$ cat config.mk
export PLATFORM = sky130hd
export DESIGN_NAME = trigger_capture_flat
export DESIGN_NICKNAME = d
export VERILOG_FILES = /design/src/rtl/trigger_capture_if.sv /design/src/rtl/trigger_capture.sv /design/src/flat_wrapper.sv
export SDC_FILE = /design/constraint.sdc
export NUM_CORES = 1
export LEC_CHECK = 0
export ABC_CLOCK_PERIOD_IN_PS = 4300
export CORE_UTILIZATION = 65
export CTS_CLUSTER_DIAMETER = 40
export DETAILED_ROUTE_END_ITERATION = 10
export DONT_BUFFER_PORTS = 1
export PLACE_DENSITY_LB_ADDON = 0.15
export SYNTH_ARGS = -nofsm -noshare
export SYNTH_HDL_FRONTEND = slang
export SYNTH_SLANG_ARGS = --single-unit
$ cat constraint.sdc
create_clock -name osc_clk -period 4.3 [get_ports osc_clk]
set_input_delay 0.43 -clock osc_clk [delete_from_list [all_inputs] [get_ports osc_clk]]
set_output_delay 0.43 -clock osc_clk [all_outputs]
set_load 0.01 [all_outputs]
$ cat src/rtl/trigger_capture_if.sv
// ADC sample stream, trigger controls and capture-RAM write port between adc_com, trigger_capture and the RAM.
// The master side is the sample/control source. The slave side is the capture engine.
interface trigger_capture_if #(
  parameter int DATA_W = 8,
  parameter int ADDR_W = 10
);
  logic              sample_valid;
  logic [DATA_W-1:0] sample_data;
  logic [DATA_W-1:0] trig_level;
  logic [DATA_W-1:0] trig_hyst;
  logic              trig_slope;
  logic              arm;
  logic              force_trig;
  logic              frame_ack;
  logic              buf_we;
  logic [ADDR_W-1:0] buf_addr;
  logic [DATA_W-1:0] buf_data;
  logic [ADDR_W-1:0] trig_addr;
  logic              frame_ready;
  logic [2:0]        cap_state;

  modport master (
    output sample_valid, sample_data, trig_level, trig_hyst, trig_slope,
           arm, force_trig, frame_ack,
    input  buf_we, buf_addr, buf_data, trig_addr, frame_ready, cap_state
  );

  modport slave (
    input  sample_valid, sample_data, trig_level, trig_hyst, trig_slope,
           arm, force_trig, frame_ack,
    output buf_we, buf_addr, buf_data, trig_addr, frame_ready, cap_state
  );
endinterface

$ cat src/rtl/trigger_capture.sv
// Hysteresis level trigger writing a circular pre-trigger plus fixed post-trigger frame into RAM.
// Writes land one cycle after sample_valid; no backpressure, and a finished frame is held until frame_ack.
module trigger_capture #(
  parameter int DATA_W   = 8,
  parameter int ADDR_W   = 10,
  parameter int PRE_TRIG = 256
) (
  input  logic             osc_clk,
  input  logic             reset,
  trigger_capture_if.slave bus
);
  localparam int DEPTH = 2 ** ADDR_W;
  localparam logic [ADDR_W-1:0] PRE_LAST  = ADDR_W'(PRE_TRIG - 1);
  localparam logic [ADDR_W-1:0] POST_LAST = ADDR_W'(DEPTH - PRE_TRIG - 1);

  typedef enum logic [2:0] {
    IDLE    = 3'd0,
    PRETRIG = 3'd1,
    ARMED   = 3'd2,
    POST    = 3'd3,
    DONE    = 3'd4
  } state_e;

  state_e            state_q, state_d;
  logic [ADDR_W-1:0] wr_ptr_q, wr_ptr_d;
  logic [ADDR_W-1:0] pre_cnt_q, pre_cnt_d;
  logic [ADDR_W-1:0] post_cnt_q, post_cnt_d;
  logic              hyst_ok_q, hyst_ok_d;
  logic              force_pend_q, force_pend_d;
  logic [ADDR_W-1:0] trig_addr_q, trig_addr_d;
  logic              buf_we_q, buf_we_d;
  logic [ADDR_W-1:0] buf_addr_q, buf_addr_d;
  logic [DATA_W-1:0] buf_data_q, buf_data_d;
  logic              frame_ready_q, frame_ready_d;

  logic [DATA_W-1:0] low_thr, high_thr;
  logic [DATA_W:0]   high_sum;
  logic              wr_en, hyst_set, level_hit;

  // Band edges saturate instead of wrapping so extreme levels still arm sensibly.
  always_comb begin
    low_thr  = (bus.trig_level > bus.trig_hyst) ? (bus.trig_level - bus.trig_hyst) : '0;
    high_sum = {1'b0, bus.trig_level} + {1'b0, bus.trig_hyst};
    high_thr = high_sum[DATA_W] ? '1 : high_sum[DATA_W-1:0];
    if (bus.trig_slope) begin
      hyst_set  = (bus.sample_data <= low_thr);
      level_hit = hyst_ok_q && (bus.sample_data >= bus.trig_level);
    end else begin
      hyst_set  = (bus.sample_data >= high_thr);
      level_hit = hyst_ok_q && (bus.sample_data <= bus.trig_level);
    end
  end

  always_comb begin
    state_d      = state_q;
    wr_ptr_d     = wr_ptr_q;
    pre_cnt_d    = pre_cnt_q;
    post_cnt_d   = post_cnt_q;
    hyst_ok_d    = hyst_ok_q;
    force_pend_d = force_pend_q;
    trig_addr_d  = trig_addr_q;
    buf_we_d     = 1'b0;
    buf_addr_d   = buf_addr_q;
    buf_data_d   = buf_data_q;

    wr_en = bus.sample_valid &&
            ((state_q == PRETRIG) || (state_q == ARMED) || (state_q == POST));
    if (wr_en) begin
      buf_we_d   = 1'b1;
      buf_addr_d = wr_ptr_q;
      buf_data_d = bus.sample_data;
      wr_ptr_d   = wr_ptr_q + 1'b1;
    end

    case (state_q)
      IDLE: begin
        if (bus.arm) begin
          state_d   = PRETRIG;
          pre_cnt_d = '0;
        end
      end
      PRETRIG: begin
        if (bus.sample_valid) begin
          pre_cnt_d = pre_cnt_q + 1'b1;
          if (pre_cnt_q == PRE_LAST) begin
            state_d      = ARMED;
            hyst_ok_d    = 1'b0;
            force_pend_d = 1'b0;
          end
        end
      end
      ARMED: begin
        if (bus.sample_valid) begin
          if (force_pend_q || bus.force_trig || level_hit) begin
            state_d      = (POST_LAST == '0) ? DONE : POST;
            trig_addr_d  = wr_ptr_q;
            post_cnt_d   = ADDR_W'(1);
            force_pend_d = 1'b0;
          end else if (hyst_set) begin
            hyst_ok_d = 1'b1;
          end
        end else if (bus.force_trig) begin
          force_pend_d = 1'b1;
        end
      end
      POST: begin
        if (bus.sample_valid) begin
          post_cnt_d = post_cnt_q + 1'b1;
          if (post_cnt_q == POST_LAST) state_d = DONE;
        end
      end
      DONE: begin
        if (bus.frame_ack) begin
          state_d   = bus.arm ? PRETRIG : IDLE;
          pre_cnt_d = '0;
        end
      end
      default: state_d = IDLE;
    endcase

    // Tracks the next state so the flag drops in the same cycle the FSM leaves DONE.
    frame_ready_d = (state_d == DONE);
  end

  always_ff @(posedge osc_clk or negedge reset) begin
    if (!reset) begin
      state_q       <= IDLE;
      wr_ptr_q      <= '0;
      pre_cnt_q     <= '0;
      post_cnt_q    <= '0;
      hyst_ok_q     <= 1'b0;
      force_pend_q  <= 1'b0;
      trig_addr_q   <= '0;
      buf_we_q      <= 1'b0;
      buf_addr_q    <= '0;
      buf_data_q    <= '0;
      frame_ready_q <= 1'b0;
    end else begin
      state_q       <= state_d;
      wr_ptr_q      <= wr_ptr_d;
      pre_cnt_q     <= pre_cnt_d;
      post_cnt_q    <= post_cnt_d;
      hyst_ok_q     <= hyst_ok_d;
      force_pend_q  <= force_pend_d;
      trig_addr_q   <= trig_addr_d;
      buf_we_q      <= buf_we_d;
      buf_addr_q    <= buf_addr_d;
      buf_data_q    <= buf_data_d;
      frame_ready_q <= frame_ready_d;
    end
  end

  assign bus.buf_we      = buf_we_q;
  assign bus.buf_addr    = buf_addr_q;
  assign bus.buf_data    = buf_data_q;
  assign bus.trig_addr   = trig_addr_q;
  assign bus.frame_ready = frame_ready_q;
  assign bus.cap_state   = state_q;
endmodule

$ cat src/flat_wrapper.sv
// flat-port wrapper written by rule: the top's interface ports become plain ports
module trigger_capture_flat 
#(
  parameter int DATA_W   = 8,
  parameter int ADDR_W   = 10,
  parameter int PRE_TRIG = 256
)
  (osc_clk, reset, bus_sample_valid, bus_sample_data, bus_trig_level, bus_trig_hyst, bus_trig_slope, bus_arm, bus_force_trig, bus_frame_ack, bus_buf_we, bus_buf_addr, bus_buf_data, bus_trig_addr, bus_frame_ready, bus_cap_state);
  trigger_capture_if #(.DATA_W(DATA_W), .ADDR_W(ADDR_W)) bus_i ();
  input  logic osc_clk;
  input  logic reset;
  input wire logic [$bits(bus_i.sample_valid)-1:0] bus_sample_valid;
  input wire logic [$bits(bus_i.sample_data)-1:0] bus_sample_data;
  input wire logic [$bits(bus_i.trig_level)-1:0] bus_trig_level;
  input wire logic [$bits(bus_i.trig_hyst)-1:0] bus_trig_hyst;
  input wire logic [$bits(bus_i.trig_slope)-1:0] bus_trig_slope;
  input wire logic [$bits(bus_i.arm)-1:0] bus_arm;
  input wire logic [$bits(bus_i.force_trig)-1:0] bus_force_trig;
  input wire logic [$bits(bus_i.frame_ack)-1:0] bus_frame_ack;
  output wire logic [$bits(bus_i.buf_we)-1:0] bus_buf_we;
  output wire logic [$bits(bus_i.buf_addr)-1:0] bus_buf_addr;
  output wire logic [$bits(bus_i.buf_data)-1:0] bus_buf_data;
  output wire logic [$bits(bus_i.trig_addr)-1:0] bus_trig_addr;
  output wire logic [$bits(bus_i.frame_ready)-1:0] bus_frame_ready;
  output wire logic [$bits(bus_i.cap_state)-1:0] bus_cap_state;
  assign bus_i.sample_valid = bus_sample_valid;
  assign bus_i.sample_data = bus_sample_data;
  assign bus_i.trig_level = bus_trig_level;
  assign bus_i.trig_hyst = bus_trig_hyst;
  assign bus_i.trig_slope = bus_trig_slope;
  assign bus_i.arm = bus_arm;
  assign bus_i.force_trig = bus_force_trig;
  assign bus_i.frame_ack = bus_frame_ack;
  assign bus_buf_we = bus_i.buf_we;
  assign bus_buf_addr = bus_i.buf_addr;
  assign bus_buf_data = bus_i.buf_data;
  assign bus_trig_addr = bus_i.trig_addr;
  assign bus_frame_ready = bus_i.frame_ready;
  assign bus_cap_state = bus_i.cap_state;
  trigger_capture #(.DATA_W(DATA_W), .ADDR_W(ADDR_W), .PRE_TRIG(PRE_TRIG)) u_core (.osc_clk(osc_clk), .reset(reset), .bus(bus_i));
endmodule
==> flow_summary.toml, run 1 <==
[route]
drt-total-wl_mm = 8.94
dr.pass1.iters = 4
vias = 3276
drt-initial-drc-count = 155
ant_nets = 0
viasPerCell = 6.24
post_drt_wl_per_cell_um = 17.0
drcViolationCount = 0

[critical_path]
critPathSlowestCell = "a21oi_1"
cp_max_fo = 7
critical_path.endpoint_type = "register"
worstRegToRegCells = 3
cp_common_cell = "o21ai_0"
startpoint_type = "primary input"
cp_cell_sequence = "inv_1 > ha_1 > fa_1 > nor2b_1 > o21ai_0 > a21boi_0 > o21a_1 > o21ai_0 > a21oi_1 > nand2b_1 > ha_1 > nor2b_1 > o21ai_0 > nand2b_1 > a21oi_1 > o21ai_0 > a211oi_1 > o22a_1"
max_stage_delay_ps = 420
critPathArrivalTime_ps = 3580
cp.required_ps = 4570
path_class = "primary input to register"

[final_layout]
stdcell_area_um2 = 4630
drive_gt1_frac = 0.134
fillers = 492
regArea_um2 = 1630
antenna_cells = 0
multiInputGateArea_um2 = 2520
nNetsFinal = 519
area_growth_pct = 6.81
utilization = 0.725

[global_routing]
grt_pass1_wl_mm = 15.4
grt_max_degree = 66
grt.total_usage = 0.278
grt_pass1_vias = 3255
globalRoute.totalOverflow = 0
antenna_found_initial = 0

[timing]
clock.fmax_mhz = 302
fin_crit_ps = 3310
rsz0062_at_grt = "false"
worst_pin_slew_ps = 824
finalCritPeriodShare = 0.770
finalHoldViolCount = 0
finalClockSkew_ps = 12.3
fin_tns_setup_ps = 0
drv_slew = 0
setup_viol = 0
relSlewSlack = 0.446

[floorplanning]
die_x_um = 83.6
boundaryPins = 64
core_um2 = 6390
die_h_um = 83.6
row_count = 29
die-area_um2 = 7000
initial_core_util = 0.678

[synth]
yosysTopAreaCell = "dfrtp_1"
synth.distinct_cells = 60
synth_edf_count = 0
yosysSeqAreaShare = 0.375
synth-async-reset-ratio = 1.00
synth.area.mux_share = 0.105
syn_area_per_cell_um2 = 9.83
ys_seq_elements = 65
ys.warnings.count = 0
synth_top_family_by_area = "simple AND/OR/NAND/NOR gates"
yosys.area_share.simple = 0.167
synthesis.area_um2 = 4330
synthAdderAreaFrac = 0.133
synth_top_cell_area_share = 0.375
ys.flop_type = "dfrtp_1"
synth-compound-area-share = 0.144
syn_nets = 517
synth_area_leaders = "dfrtp_1 (38%), ha_1 (12%), mux2_2 (5.2%), mux2_4 (3.5%), o21ai_0 (3.5%)"
synth_xor_area_frac = 0.0303
syn-instance-count = 441

[power_and_ir_drop]
p_int_mw = 1.19
vdd_drop_max_v = 0.000347
power.density_nw_per_um2 = 372
swShare = 0.308
p_switching_mw = 0.530
power_frac_clock = 0.315
seqPwrFrac = 0.479
pwr-share-comb = 0.206
p_leak_nw = 2.20

[cts]
cts-root-buf = "clkbuf_8"
worstSkewPairLatency_ps = 340
cts_tree = "yes"
cts_max_path_buffers = 2
cts_made_buffers = 9
path_clk_slew_ps = 70
postCtsSetupBuffers = 0
htreeDepth = 3
cts.sinks = 65

[placed_design]
port_buffers = 0
place_area_um2 = 4380
dpl.hpwl_mm = 6.72
routabilityCongestion = 0.892

[min_path]
worstHoldPathCells = 1
min_path_type = "primary input to register"

[flow_run]
maxCapViolCount = 0

[run_status]
status = "completed"
==> cell usage in the layout (no fill, tap or decap), types with 11 or more instances in the layout <==
| cell | n |
|---|---|
| a21oi_1 | 23 |
| dfrtp_1 | 65 |
| ha_1 | 43 |
| clkbuf_8 | 12 |
| nand2_1 | 31 |
| inv_1 | 33 |
| mux2_2 | 20 |
| nand4_1 | 11 |
| nor3_1 | 14 |
| o21ai_0 | 30 |
| nor2_1 | 27 |
==> metrics by stage <==
stage	total power [mW]	hold WS [ps]	setup WS, ps	instances
finish	1.72	180	988	525
global route	1.82	181	680	525
CTS	1.73	168	1020	525
detailed placement	1.17	136	680	507
global placement	1.15	136	824	507
floorplan	1.09	134	1030	441
==> cell type report <==
cell class / count / share of cell area
Clock buffer: 12 / 0.0357
Clock inverter: 4 / 0.0108
Inverter: 33 / 0.0268
Multi-Input combinational cell: 331 / 0.545
Sequential cell: 65 / 0.351
Tap cell: 77 / 0.0208
Timing Repair Buffer: 3 / 0.00973
==> power by group through the flow <==
| stage | sequential [mW] | clock (mW) | combinational [mW] |
|---|---|---|---|
| after floorplan | 0.807 | 0 | 0.278 |
| after global placement | 0.831 | 0 | 0.319 |
| after CTS | 0.824 | 0.551 | 0.355 |
| final | 0.824 | 0.542 | 0.354 |
| after detailed placement | 0.833 | 0 | 0.335 |
| after global routing | 0.842 | 0.574 | 0.403 |
==> registers in the layout, summed over array words and instances, names as in the netlist <==
name                    cells
u_core.wr_ptr_q            10
u_core.bus.buf_addr        10
u_core.bus.trig_addr       10
u_core.bus.buf_data         8
u_core.bus.buf_we           1
u_core.force_pend_q         1
u_core.post_cnt_q          10
u_core.hyst_ok_q            1
u_core.bus.frame_ready      1
u_core.pre_cnt_q           10
u_core.bus.cap_state        3
==> cell families (layout without fill, tap and decap cells) <==
logic type	count (synthesis)	in the layout
adder cells (fa/ha/maj)	45	45
AO/OA/AOI/OAI	96	96
XOR/XNOR	15	15
AND/OR/NAND/NOR	137	137
buffers and inverters	45	52
multiplexers	38	38
flip-flops	65	65
==> synth_stat cells (8+ instances only) <==
cell type / count
dfrtp_1: 65
ha_1: 43
inv_1: 33
nand2_1: 31
o21ai_0: 30
nor2_1: 27
a21oi_1: 23
mux2_2: 20
nor3_1: 14
nand4_1: 11
mux2_4: 10
nand3_1: 10
xnor2_1: 9
mux2i_1: 8
nand2b_1: 8
==> worst paths after layout <==
kind	from	to	slack (ps)
hold / removal	bus_sample_valid	u_core.force_pend_q	180
setup / recovery	bus_trig_level[0]	u_core.hyst_ok_q	990
min in group asynchronous	reset	u_core.post_cnt_q[0]	610
setup reg to reg	u_core.bus.cap_state[2]	u_core.bus.trig_addr[2]	1840
hold reg to reg	u_core.pre_cnt_q[9]	u_core.pre_cnt_q[9]	510
max in group asynchronous	reset	u_core.bus.trig_addr[6]	3400
==> worst max-delay path, delay by kind of cell <==
kind                     cells  cell delay [ps]
buffers and inverters        1               20
adder cells (fa/ha/maj)      3              890
AO/OA/AOI/OAI               10             1770
AND/OR/NAND/NOR              4              450
==> routing by layer <==
| metal | global-route usage | wire length [µm] | vias to the layer above |
|---|---|---|---|
| met5 | 0 | 0 | - |
| met4 | 0.0447 | 53 | 0 |
| met3 | 0.0752 | 521 | 4 |
| met2 | 0.473 | 4380 | 94 |
| met1 | 0.362 | 3980 | 1597 |
| li1 | - | - | 1581 |
==> timing repair <==
| action | 4_1_cts | 5_1_grt |
|---|---|---|
| hold endpoints to repair | 65 | 0 |
| hold buffers | 2 | 0 |
| resized for setup | 0 | 0 |
(Power assumes the default switching activity.)
==> run 2, diff against run 1 <==
--- a/config.mk
+++ b/config.mk
@@ -5,8 +5,8 @@
 export SDC_FILE = /design/constraint.sdc
 export NUM_CORES = 1
 export LEC_CHECK = 0
-export ABC_CLOCK_PERIOD_IN_PS = 4300
-export CORE_UTILIZATION = 65
+export ABC_CLOCK_PERIOD_IN_PS = 2800
+export CORE_UTILIZATION = 58
 export CTS_CLUSTER_DIAMETER = 40
 export DETAILED_ROUTE_END_ITERATION = 10
 export DONT_BUFFER_PORTS = 1
==> constraint.sdc (replaced) <==
create_clock -name osc_clk -period 2.8 [get_ports osc_clk]
set_input_delay 0.28 -clock osc_clk [delete_from_list [all_inputs] [get_ports osc_clk]]
set_output_delay 0.28 -clock osc_clk [all_outputs]
set_load 0.01 [all_outputs]
==> flow_summary.toml, run 2 (synthesis results as in run 1) <==
[final_layout]
antenna_cells = 0
drive_gt1_frac = 0.219
layout.cells.most_common = "dfrtp_1"
area_growth_pct = 14.4
nNetsFinal = 541
fin_cells = 569
mostFrequentLayoutCells = "dfrtp_1 (65), ha_1 (40), inv_1 (31), nand2_1 (31), nor2_1 (26)"

[timing]
fin_crit_ps = 2700
setup_viol = 0
worst_pin_slew_ps = 483
clock.fmax_mhz = 370
finalCritPeriodShare = 0.966
fin_tns_setup_ps = 0
finalHoldViolCount = 0
finalClockSkew_ps = 9.62
relSlewSlack = 0.678
whs_ps = 29.1
drv_slew = 0

[cts]
worstSkewPairLatency_ps = 340
path_clk_slew_ps = 70
cts-root-buf = "clkbuf_8"
cts_max_path_buffers = 2
htreeDepth = 3
cts_tree = "yes"
cts_made_buffers = 9
cts.sinks = 65

[route]
drcViolationCount = 0
ant_nets = 0
drt-initial-drc-count = 100
dr.pass1.iters = 4
viasPerCell = 5.80
vias = 3300
drt-total-wl_mm = 9.11
post_drt_wl_per_cell_um = 16.0

[placed_design]
dp_cells = 550
dpl.hpwl_mm = 6.81
port_buffers = 0
routabilityCongestion = 0.881

[global_routing]
grt_pass1_wl_mm = 14.4
grt_max_degree = 66
grt.total_usage = 0.242
grt_pass1_vias = 3131
globalRoute.totalOverflow = 0
antenna_found_initial = 0

[power_and_ir_drop]
seqPwrFrac = 0.483
p_leak_nw = 2.31
vdd_drop_max_v = 0.000519
p_switching_mw = 0.867
finalPower_mw = 2.62
p_int_mw = 1.75
power.density_nw_per_um2 = 528
power_frac_clock = 0.273
pwr-share-comb = 0.244
swShare = 0.331

[min_path]
min_path_type = "primary input to register"

[critical_path]
startpoint = "bus_trig_hyst[0]"
timing.rr.start = "u_core.bus.cap_state[0]"
critPathArrivalTime_ps = 2930
worstRegToRegCells = 5
reg2reg_slack_ps = 700
crit_end = "u_core.hyst_ok_q"
path_class = "primary input to register"
critical_path.endpoint_type = "register"
cp.required_ps = 3020
startpoint_type = "primary input"
timing.rr.end = "u_core.pre_cnt_q[3]"
cp_max_fo = 4

[floorplanning]
boundaryPins = 64
row_count = 31
die_h_um = 88.4
die_x_um = 88.4
initial_core_util = 0.597
die-area_um2 = 7820
core_um2 = 7250

[run_status]
status = "completed"

[flow_run]
maxCapViolCount = 0
[run 2: worst min-delay path by stage]
stage	cells past startpoint	slack, ps	from	end
4_1_cts	1	20	bus_sample_valid	u_core.force_pend_q
3_3_place_gp	0	-10	reset	u_core.pre_cnt_q[2]
3_5_place_dp	0	-10	reset	u_core.pre_cnt_q[2]
5_1_grt	1	30	bus_sample_valid	u_core.force_pend_q
6_report	1	30	bus_sample_valid	u_core.force_pend_q
2_1_floorplan	0	-20	reset	u_core.bus.buf_addr[0]
[run 2: through the flow]
step | setup WS, ps | utilization | area, µm²
detailed placement | -467 | 0.641 | 4650
finish | 95.6 | 0.684 | 4960
global placement | -456 | 0.641 | 4650
global route | -44.2 | 0.684 | 4960
CTS | 7.28 | 0.671 | 4870
floorplan | -86.9 | - | 4420
[run 2: final cells by class]
| type | instances | area, µm² |
|---|---|---|
| Clock inverter | 6 | 43.8 |
| Inverter | 33 | 136 |
| Sequential cell | 65 | 1630 |
| Clock buffer | 10 | 138 |
| Tap cell | 99 | 124 |
| Multi-Input combinational cell | 331 | 2680 |
| Fill cell | 584 | 2290 |
| Timing Repair Buffer | 25 | 214 |
[run 2: power groups by stage]
stage	combinational, mW	clock [mW]	sequential [mW]
2_1_floorplan	0.446	0	1.24
3_3_place_gp	0.549	0	1.27
3_5_place_dp	0.569	0	1.28
4_1_cts	0.601	0.733	1.26
5_1_grt	0.724	0.777	1.29
6_report	0.638	0.716	1.26
[run 2: per-layer routing]
layer | GRT usage | wire, µm
met1 | 0.325 | 4280
met2 | 0.390 | 4280
met3 | 0.0690 | 485
met4 | 0.0513 | 61
met5 | 0 | 0
[run 2: timing repair]
action | 4_1_cts | 5_1_grt
setup buffers | 0 | 1
gates resized for setup | 2 | 18
gates cloned | 0 | 0
pin swaps | 2 | 21
setup endpoints to repair | 1 | 1
hold buffers | 2 | 0
hold endpoints to repair | 65 | 0
[run 2: worst max-delay path: stages]
cell and delay [ps]:
ha_4 120, fa_2 220, nand2b_4 70, a21oi_4 180, o21bai_4 100, a21oi_2 200, nor2_4 80, o31ai_4 310
buf_6 160, nor2_1 40, ha_1 260, a21o_1 170, a21oi_2 150, o21ai_1 80, a311oi_2 230, a211oi_1 80
o22a_1 190
==> run 3, diff against run 2 <==
--- a/config.mk
+++ b/config.mk
@@ -8,9 +8,12 @@
 export ABC_CLOCK_PERIOD_IN_PS = 2800
 export CORE_UTILIZATION = 58
 export CTS_CLUSTER_DIAMETER = 40
+export CTS_CLUSTER_SIZE = 12
 export DETAILED_ROUTE_END_ITERATION = 10
 export DONT_BUFFER_PORTS = 1
+export GPL_ROUTABILITY_DRIVEN = 1
 export PLACE_DENSITY_LB_ADDON = 0.15
+export REMOVE_ABC_BUFFERS = 1
 export SYNTH_ARGS = -nofsm -noshare
 export SYNTH_HDL_FRONTEND = slang
 export SYNTH_SLANG_ARGS = --single-unit
==> flow_summary.toml, run 3 (synthesis results as in run 1) <==
[global_routing]
globalRoute.totalOverflow = 0
grt_pass1_wl_mm = 15.2
antenna_found_initial = 0
grt.total_usage = 0.255
grt_pass1_vias = 3318
grt_max_degree = 66

[final_layout]
drive_gt1_frac = 0.209
mostFrequentLayoutCells = "dfrtp_1 (65), ha_1 (39), inv_1 (33)"
antenna_cells = 0
layout.cells.most_common = "dfrtp_1"
utilization = 0.684
area_growth_pct = 14.5
fin_cells = 569
nNetsFinal = 541

[power_and_ir_drop]
p_switching_mw = 0.871
pwr-share-comb = 0.215
p_leak_nw = 2.34
swShare = 0.302
power_frac_clock = 0.346
seqPwrFrac = 0.439
p_int_mw = 2.01
power.density_nw_per_um2 = 582
vdd_drop_max_v = 0.000544

[placed_design]
routabilityCongestion = 0.878
port_buffers = 0
dp_cells = 548
dpl.hpwl_mm = 6.79
place_ws_ps = -541

[critical_path]
timing.rr.start = "u_core.force_pend_q"
crit_end = "u_core.hyst_ok_q"
path_buf_inv = 1
critPathSlowestCell = "fa_2"
cpLargestDelayFamily = "compound AO/OA/AOI/OAI gates"
critPathArrivalTime_ps = 3000
max_stage_delay_ps = 380
startpoint = "bus_trig_hyst[0]"
cp_common_cell = "a21oi_2"
cp_max_fo = 4
cp.required_ps = 3040
cp.depth = 17
timing.rr.end = "u_core.post_cnt_q[5]"
worstRegToRegCells = 8
path_class = "primary input to register"
startpoint_type = "primary input"
reg2reg_slack_ps = 730
critical_path.endpoint_type = "register"
cp_cell_sequence = "ha_4 > fa_2 > nand2b_4 > a21oi_2 > o21bai_1 > a21oi_1 > nor2_2 > o31ai_4 > buf_6 > nor2_1 > ha_1 > a21o_1 > a21oi_2 > o21ai_1 > a311oi_2 > a211oi_1 > o22a_1"

[cts]
cts-root-buf = "clkbuf_8"
cts_made_buffers = 9
cts_max_path_buffers = 2
cts.sinks = 65
cts_tree = "yes"
path_clk_slew_ps = 80
htreeDepth = 3
worstSkewPairLatency_ps = 340

[floorplanning]
die-area_um2 = 7820
core_um2 = 7250
die_x_um = 88.4
row_count = 31
die_h_um = 88.4
initial_core_util = 0.597
boundaryPins = 64

[min_path]
min_path_type = "primary input to register"

[route]
drcViolationCount = 0
post_drt_wl_per_cell_um = 16.6
drt-initial-drc-count = 166
viasPerCell = 5.89
drt-total-wl_mm = 9.43
ant_nets = 0
vias = 3354
dr.pass1.iters = 4

[timing]
finalCritPeriodShare = 0.986
fin_tns_setup_ps = 0
clock.fmax_mhz = 362
finalHoldViolCount = 0
setup_viol = 0
relSlewSlack = 0.701
finalClockSkew_ps = 11.9
worst_slack_ps = 37.9
rsz0062_at_grt = "true"
worst_pin_slew_ps = 443
drv_slew = 0
fin_crit_ps = 2760

[flow_run]
maxCapViolCount = 0

[run_status]
status = "completed"
-- run 3: cell types whose count changed in the layout (fill, tap and decap cells not counted), sizes merged --
cell	change
bufinv	+3
clkinvlp	-3
buf	-1
dlygate4sd3	+1
-- run 3: timing repair --
item	in CTS	in global routing
endpoints found under the setup margin	1	1
hold endpoints to repair	66	0
pin swaps	6	14
gates cloned	0	0
buffers inserted	0	2
gates resized for setup	6	24
hold buffers	3	0
-- run 3: how the worst min path moves through the flow --
stage | from | endpoint | slack, ps | cells past startpoint
2_1_floorplan | reset | u_core.bus.buf_addr[0] | -20 | 0
3_3_place_gp | reset | u_core.pre_cnt_q[0] | -10 | 0
3_5_place_dp | reset | u_core.pre_cnt_q[2] | -10 | 0
4_1_cts | bus_sample_data[4] | u_core.bus.buf_data[4] | 70 | 1
5_1_grt | bus_sample_data[6] | u_core.bus.buf_data[6] | 70 | 1
6_report | bus_sample_data[0] | u_core.bus.buf_data[0] | 90 | 1
-- run 3: cell type report --
type                       count  area (µm²)
inverter                      33         124
clock buffer                  10         138
fill                         580        2290
sequential                    65        1630
clock inverter                 6         115
tap                           99         124
timing repair buffer          25         216
multi-input combinational    331        2620
-- run 3: power by group through the flow --
stage                     combinational, mW  sequential, mW  clock, mW
final                                 0.621            1.27      0.999
after global routing                  0.701            1.29       1.06
after CTS                             0.585            1.27       1.02
after detailed placement              0.547            1.29          0
after global placement                0.526            1.28          0
after floorplan                       0.419            1.24          0
-- run 3: layer usage --
metal	track usage	up-vias	part of all wire
met4	0.0850	0	0.0088
met1	0.319	1624	0.43
met2	0.424	99	0.50
li1	-	1623	-
met3	0.0746	8	0.062
met5	0	-	0
-- run 3: metrics by stage --
step | hold WS (ps) | power, mW | cell area, µm²
after floorplan | -15.6 | 1.66 | 4270
after global placement | -14.0 | 1.80 | 4550
after detailed placement | -14.3 | 1.83 | 4550
after CTS | 71.2 | 2.87 | 4860
after global routing | 69.0 | 3.06 | 4960
final | 87.9 | 2.89 | 4960
-- run 3: worst reg2reg max path, delay by kind of cell (launching register included) --
kind,cells,cell delay [ps]
multiplexers,1,140
flip-flops,1,450
AO/OA/AOI/OAI,3,490
buffers and inverters,1,300
AND/OR/NAND/NOR,3,620
